==> src/rtl/parking_pkg.sv <==
`default_nettype none
// +----------------------------------------------------------------------+
// | parking_pkg: command/state types and car-count limits shared by the  |
// | parking-lot sensor pattern generator.   Revision: 1.0                |
// +----------------------------------------------------------------------+
package parking_pkg;

    localparam int                   CAR_CNT_W   = 4;
    localparam logic [CAR_CNT_W-1:0] CAR_CNT_MAX = 4'd15;

    typedef enum logic [1:0] {
        CMD_ENTER = 2'b00,
        CMD_EXIT  = 2'b01,
        CMD_ABORT = 2'b10,
        CMD_RSVD  = 2'b11
    } cmd_t;

    typedef enum logic [2:0] {
        ST_IDLE = 3'd0,
        ST_PH1  = 3'd1,
        ST_PH2  = 3'd2,
        ST_PH3  = 3'd3,
        ST_GAP  = 3'd4
    } gen_state_t;

    // {a,b} per phase; every step of every pattern flips exactly one beam.
    function automatic logic [1:0] phase_ab(input cmd_t cmd, input gen_state_t st);
        logic [1:0] ab;
        ab = 2'b00;
        case (st)
            ST_PH1:  ab = (cmd == CMD_EXIT)  ? 2'b01 : 2'b10;
            ST_PH2:  ab = 2'b11;
            ST_PH3:  ab = (cmd == CMD_ENTER) ? 2'b01 : 2'b10;
            default: ab = 2'b00;
        endcase
        return ab;
    endfunction

endpackage
`default_nettype wire

==> src/rtl/phase_timer.sv <==
`default_nettype none
// +----------------------------------------------------------------------+
// | phase_timer: 8-bit loadable down-counter, expire while count is 1.   |
// | Revision: 1.0                                                        |
// +----------------------------------------------------------------------+
module phase_timer (
    input  logic       clk,
    input  logic       reset,
    input  logic       load,
    input  logic [7:0] load_val,
    output logic [7:0] count,
    output logic       expire
);

    logic [7:0] count_q;
    logic [7:0] count_d;

    always_comb begin
        count_d = count_q;
        if (load) begin
            count_d = load_val;
        end else if (count_q != 8'd0) begin
            count_d = count_q - 8'd1;
        end
    end

    always_ff @(posedge clk) begin
        if (!reset) begin
            count_q <= 8'd0;
        end else begin
            count_q <= count_d;
        end
    end

    assign count  = count_q;
    assign expire = (count_q == 8'd1);

endmodule
`default_nettype wire

==> src/rtl/sensor_pattern_gen.sv <==
`default_nettype none
// +----------------------------------------------------------------------+
// | sensor_pattern_gen: drives Gray-coded A/B beam patterns for ENTER,   |
// | EXIT and ABORT (ABORT only with ABORT_PATTERN_EN). Revision: 1.0     |
// +----------------------------------------------------------------------+
module sensor_pattern_gen
    import parking_pkg::*;
#(
    parameter int HOLD_CYCLES = 4,
    parameter int GAP_CYCLES  = 2
) (
    input  logic       clk,
    input  logic       reset,
    input  logic       req_valid,
    input  logic [1:0] req_cmd,
    output logic       req_ready,
    output logic       a,
    output logic       b,
    output logic       busy,
    output logic       done,
    output logic       err,
    output logic [3:0] expected_cars
);

    localparam logic [7:0] c_hold_cycles = 8'(HOLD_CYCLES);
    localparam logic [7:0] c_gap_cycles  = 8'(GAP_CYCLES);

    gen_state_t           state_q, state_d;
    cmd_t                 cmd_q, cmd_d;
    logic [1:0]           ab_q, ab_d;
    logic                 done_q, done_d;
    logic                 err_q, err_d;
    logic [CAR_CNT_W-1:0] cars_q, cars_d;

    logic       tmr_load;
    logic [7:0] tmr_val;
    logic [7:0] tmr_count;
    logic       tmr_expire;
    cmd_t       req_cmd_e;

    function automatic logic cmd_has_pattern(input cmd_t c);
`ifdef ABORT_PATTERN_EN
        return (c != CMD_RSVD);
`else
        return (c == CMD_ENTER) || (c == CMD_EXIT);
`endif
    endfunction

    assign req_cmd_e = cmd_t'(req_cmd);

    phase_timer u_phase_timer (
        .clk      (clk),
        .reset    (reset),
        .load     (tmr_load),
        .load_val (tmr_val),
        .count    (tmr_count),
        .expire   (tmr_expire)
    );

    always_comb begin
        state_d  = state_q;
        cmd_d    = cmd_q;
        err_d    = 1'b0;
        cars_d   = cars_q;
        tmr_load = 1'b0;
        tmr_val  = c_hold_cycles;

        case (state_q)
            ST_IDLE: begin
                if (req_valid) begin
                    if (cmd_has_pattern(req_cmd_e)) begin
                        state_d  = ST_PH1;
                        cmd_d    = req_cmd_e;
                        tmr_load = 1'b1;
                    end else begin
                        err_d = 1'b1;
                    end
                end
            end
            ST_PH1: begin
                if (tmr_expire) begin
                    state_d  = ST_PH2;
                    tmr_load = 1'b1;
                end
            end
            ST_PH2: begin
                if (tmr_expire) begin
                    state_d  = ST_PH3;
                    tmr_load = 1'b1;
                end
            end
            ST_PH3: begin
                if (tmr_expire) begin
                    state_d  = ST_GAP;
                    tmr_load = 1'b1;
                    tmr_val  = c_gap_cycles;
                end
            end
            ST_GAP: begin
                if (tmr_expire) begin
                    state_d = ST_IDLE;
                end
            end
            default: begin
                state_d = ST_IDLE;
            end
        endcase

        // done is registered, so flag the cycle whose next count will be the last one.
        done_d = (state_d == ST_GAP) &&
                 (tmr_load ? (tmr_val == 8'd1) : (tmr_count == 8'd2));

        if (done_d) begin
            if (cmd_q == CMD_ENTER && cars_q != CAR_CNT_MAX) begin
                cars_d = cars_q + 1'b1;
            end else if (cmd_q == CMD_EXIT && cars_q != '0) begin
                cars_d = cars_q - 1'b1;
            end
        end

        ab_d = phase_ab(cmd_d, state_d);
    end

    always_ff @(posedge clk) begin
        if (!reset) begin
            state_q <= ST_IDLE;
            cmd_q   <= CMD_ENTER;
            ab_q    <= 2'b00;
            done_q  <= 1'b0;
            err_q   <= 1'b0;
            cars_q  <= '0;
        end else begin
            state_q <= state_d;
            cmd_q   <= cmd_d;
            ab_q    <= ab_d;
            done_q  <= done_d;
            err_q   <= err_d;
            cars_q  <= cars_d;
        end
    end

    assign req_ready     = (state_q == ST_IDLE);
    assign busy          = (state_q != ST_IDLE);
    assign a             = ab_q[1];
    assign b             = ab_q[0];
    assign done          = done_q;
    assign err           = err_q;
    assign expected_cars = cars_q;

endmodule
`default_nettype wire

==> config.mk <==
export PLATFORM = sky130hd
export DESIGN_NAME = sensor_pattern_gen
export DESIGN_NICKNAME = d
export VERILOG_FILES = /design/src/rtl/parking_pkg.sv /design/src/rtl/phase_timer.sv /design/src/rtl/sensor_pattern_gen.sv
export SDC_FILE = /design/constraint.sdc
export NUM_CORES = 1
export LEC_CHECK = 0
export BUFFER_PORTS_ARGS = -buffer_cell sky130_fd_sc_hd__buf_2
export CAP_MARGIN = 25
export CORE_MARGIN = 2
export CORE_UTILIZATION = 35
export CTS_BUF_LIST = sky130_fd_sc_hd__clkbuf_8
export DETAILED_ROUTE_END_ITERATION = 16
export PLACE_DENSITY = 0.63
export SLEW_MARGIN = 40
export SYNTH_ARGS = -nofsm -noshare
export SYNTH_HDL_FRONTEND = slang
export SYNTH_HIERARCHICAL = 1
export SYNTH_SLANG_ARGS = --single-unit
==> constraint.sdc <==
create_clock -name clk -period 2.7 [get_ports clk]
set_input_delay 0.135 -clock clk [delete_from_list [all_inputs] [get_ports clk]]
set_output_delay 0.135 -clock clk [all_outputs]
set_load 0.02 [all_outputs]
==> reports/metrics.yaml <==
critical_path:
  cp_slowest_stage_delay_ns: 0.37
  crit_chain: "nor4_4, and3_2, o21ai_1, a21oi_4, inv_2, nand4_2, nand2_2, a211oi_1"
  slowest_stage: "dfxtp_1"
  required_ns: 2.87
  crit_type: "flip-flop to flip-flop"
  crit_family: "simple AND/OR/NAND/NOR gates"
  arrival_ns: 2.42
  crit_buf_inv: 1
  cp_max_fo: 10
  end_kind: "flip-flop"
  start_kind: "flip-flop"
global_route:
  antenna_found_initial: 0
  grt_usage: 0.117
  grt_max_degree: 16
  grt_overflow_total: 0
  grt_pass1_vias: 948
  grt_pass1_wl_mm: 3.97
floorplanning:
  fp.coreArea_um2: 3630
  std_cell_rows: 22
  initial_core_util: 0.360
  top_level_ports: 15
  fp.dieH_um: 65.2
  die_area_um2: 4240
  die_x_um: 65.2
sta:
  setup_tns_ns: 0
  fin_crit_sh: 0.834
  drv_slew: 0
  rsz0062_at_grt: "no"
  period_needed_ns: 2.25
  max_freq_mhz: 444
  finalSetupViolCount: 0
  skew_ns: 0.00439
  hold_viol: 0
logic_synthesis:
  netlist_instances: 142
  yosysWarnings: 6
  ys_ff_latch: 21
  synth.cell_area_um2: 1310
  postSynthAreaPerCell_um2: 9.22
  ys_seq_area_frac: 0.321
  synth_edf_count: 0
  yosysUniqueCellTypes: 53
  async_reset_ff_frac: 0
  ys.flop_type: "dfxtp_1"
final_layout:
  final_area_um2: 1470
  fin_util: 0.405
  synthToLayoutAreaGrowth_pct: 12.3
  diodes: 0
  finalNetCount: 172
  layout_common_cells: "dfxtp_1 (21), nand2_1 (14), buf_2 (14)"
  final_common_cell: "dfxtp_1"
  nFillCells: 396
  final_layout_size_suffix_gt1_frac: 0.225
cts:
  cts.sinks: 21
  cts_buffers: 3
  h-tree-depth: 1
  cts_tree: "yes"
  root_buffer: "clkbuf_8"
  postCtsHoldBufs: 0
  clock_path_buffers: 2
  cts_setup_buffers: 0
  cts-resized-gates: 0
  clk_latency_ns: 0.25
  clk_pin_slew_ns: 0.08
power_and_ir_drop:
  ir_drop_uv: 405
  leakage_uw: 0.000642
  powerDensity_nw_per_um2: 755
job:
  maxCapViolations: 0
drt:
  firstDrtPassIters: 4
  drc: 0
  wl_per_cell_um: 11.4
  route.final.wire_length_mm: 2.38
  drtIter0Drc: 19
  drt-vias-per-instance: 4.86
  antenna_left: 0
  via_count: 1010
placed_design:
  portBuffers: 14
  routabilityCongestion: 0.876
  dp_hpwl_mm: 1.81
  dpl_cell_area_um2: 1430
min_path:
  hp-class: "input pin to flip-flop"
run_status:
  status: "completed"
-- registers in the layout (all words and copies together) (netlist names) --
| signal | flops |
|---|---|
| u_phase_timer/count | 8 |
| expected_cars | 4 |
| state_q | 3 |
| ab_q | 2 |
| cmd_q | 2 |
| done | 1 |
| err | 1 |
-- worst reg2reg max path, stage by stage, from the launching register on --
cell and delay, ns:
dfxtp_1 0.37, nor4_4 0.37, and3_2 0.33, o21ai_1 0.13, a21oi_4 0.33, inv_2 0.17, nand4_2 0.15, nand2_2 0.13
a211oi_1 0.20
-- metal layers --
layer | wire [µm] | up-vias | GRT usage
met2 | 1070 | 14 | 0.188
met5 | 0 | - | 0
met4 | 27 | 0 | 0.0286
met1 | 1190 | 463 | 0.151
met3 | 92 | 4 | 0.0394
li1 | - | 529 | -
-- path summary, 6_finish.rpt --
| check | from | end | slack, ns | depth (start not counted) |
|---|---|---|---|---|
| setup reg to reg | u_phase_timer/count[4]$_SDFFE_PN0P_ | u_phase_timer/count[3]$_SDFFE_PN0P_ | 0.45 | 8 |
| hold / removal | req_valid | err$_SDFF_PN0_ | 0.13 | 3 |
| setup / recovery | u_phase_timer/count[4]$_SDFFE_PN0P_ | u_phase_timer/count[3]$_SDFFE_PN0P_ | 0.45 | 8 |
| hold reg to reg | expected_cars[3]$_SDFFE_PN0P_ | expected_cars[3]$_SDFFE_PN0P_ | 0.52 | 2 |
-- per-stage QoR --
step / power, µW / hold slack (ns) / cells / setup WS, ns
3_5_place_dp: 912 / 0.400 / 204 / 0.449
4_1_cts: 1120 / 0.129 / 208 / 0.424
2_1_floorplan: 832 / 0.261 / 147 / 0.639
3_3_place_gp: 913 / 0.398 / 204 / 0.543
5_1_grt: 1190 / 0.143 / 208 / 0.276
6_report: 1110 / 0.132 / 208 / 0.448
-- synthesized netlist by cell type (2+ instances only) --
library cell,instances,area share
dfxtp_1,21,0.32
nand2_1,14,0.040
nor2_1,12,0.034
a21oi_1,8,0.031
ha_1,5,0.048
xnor2_1,5,0.033
xor2_1,5,0.033
a211oi_2,4,0.038
mux2i_1,4,0.031
o21ai_1,4,0.015
a21o_1,3,0.017
inv_1,3,0.0086
nand2b_1,3,0.014
nand3_1,3,0.011
nor2b_1,3,0.014
and2_1,2,0.0096
buf_2,2,0.0076
nor3_1,2,0.0076
nor3b_1,2,0.011
nor4_1,2,0.0096
nor4_4,2,0.033
o21ai_0,2,0.0076
-- cell type report --
cell class                 instances  area, µm²  area share
clock inverter                     1       3.75     0.00255
tap                               48       60.1      0.0409
timing repair buffer              14       70.1      0.0477
sequential                        21        420       0.286
inverter                           5       20.0      0.0136
multi-input combinational        116        855       0.581
clock buffer                       3       41.3      0.0281
-- report_power, final --
| group | internal [µW] | switching (µW) | total (µW) |
|---|---|---|---|
| sequential | 365 | 89.4 | 455 |
| clock | 101 | 97.3 | 198 |
| combinational | 215 | 241 | 456 |
-- logic make-up after synthesis --
logic type      count (synthesis)  share of synthesized area
buf+inv                        10                     0.0401
xor+xnor                       10                     0.0669
mux                             4                     0.0306
other cells                     1                    0.00287
compound gates                 29                      0.167
simple gates                   61                      0.308
fa+ha+maj                       6                     0.0631
flops                          21                      0.321
Note: power is estimated with default switching activity, not from simulation.
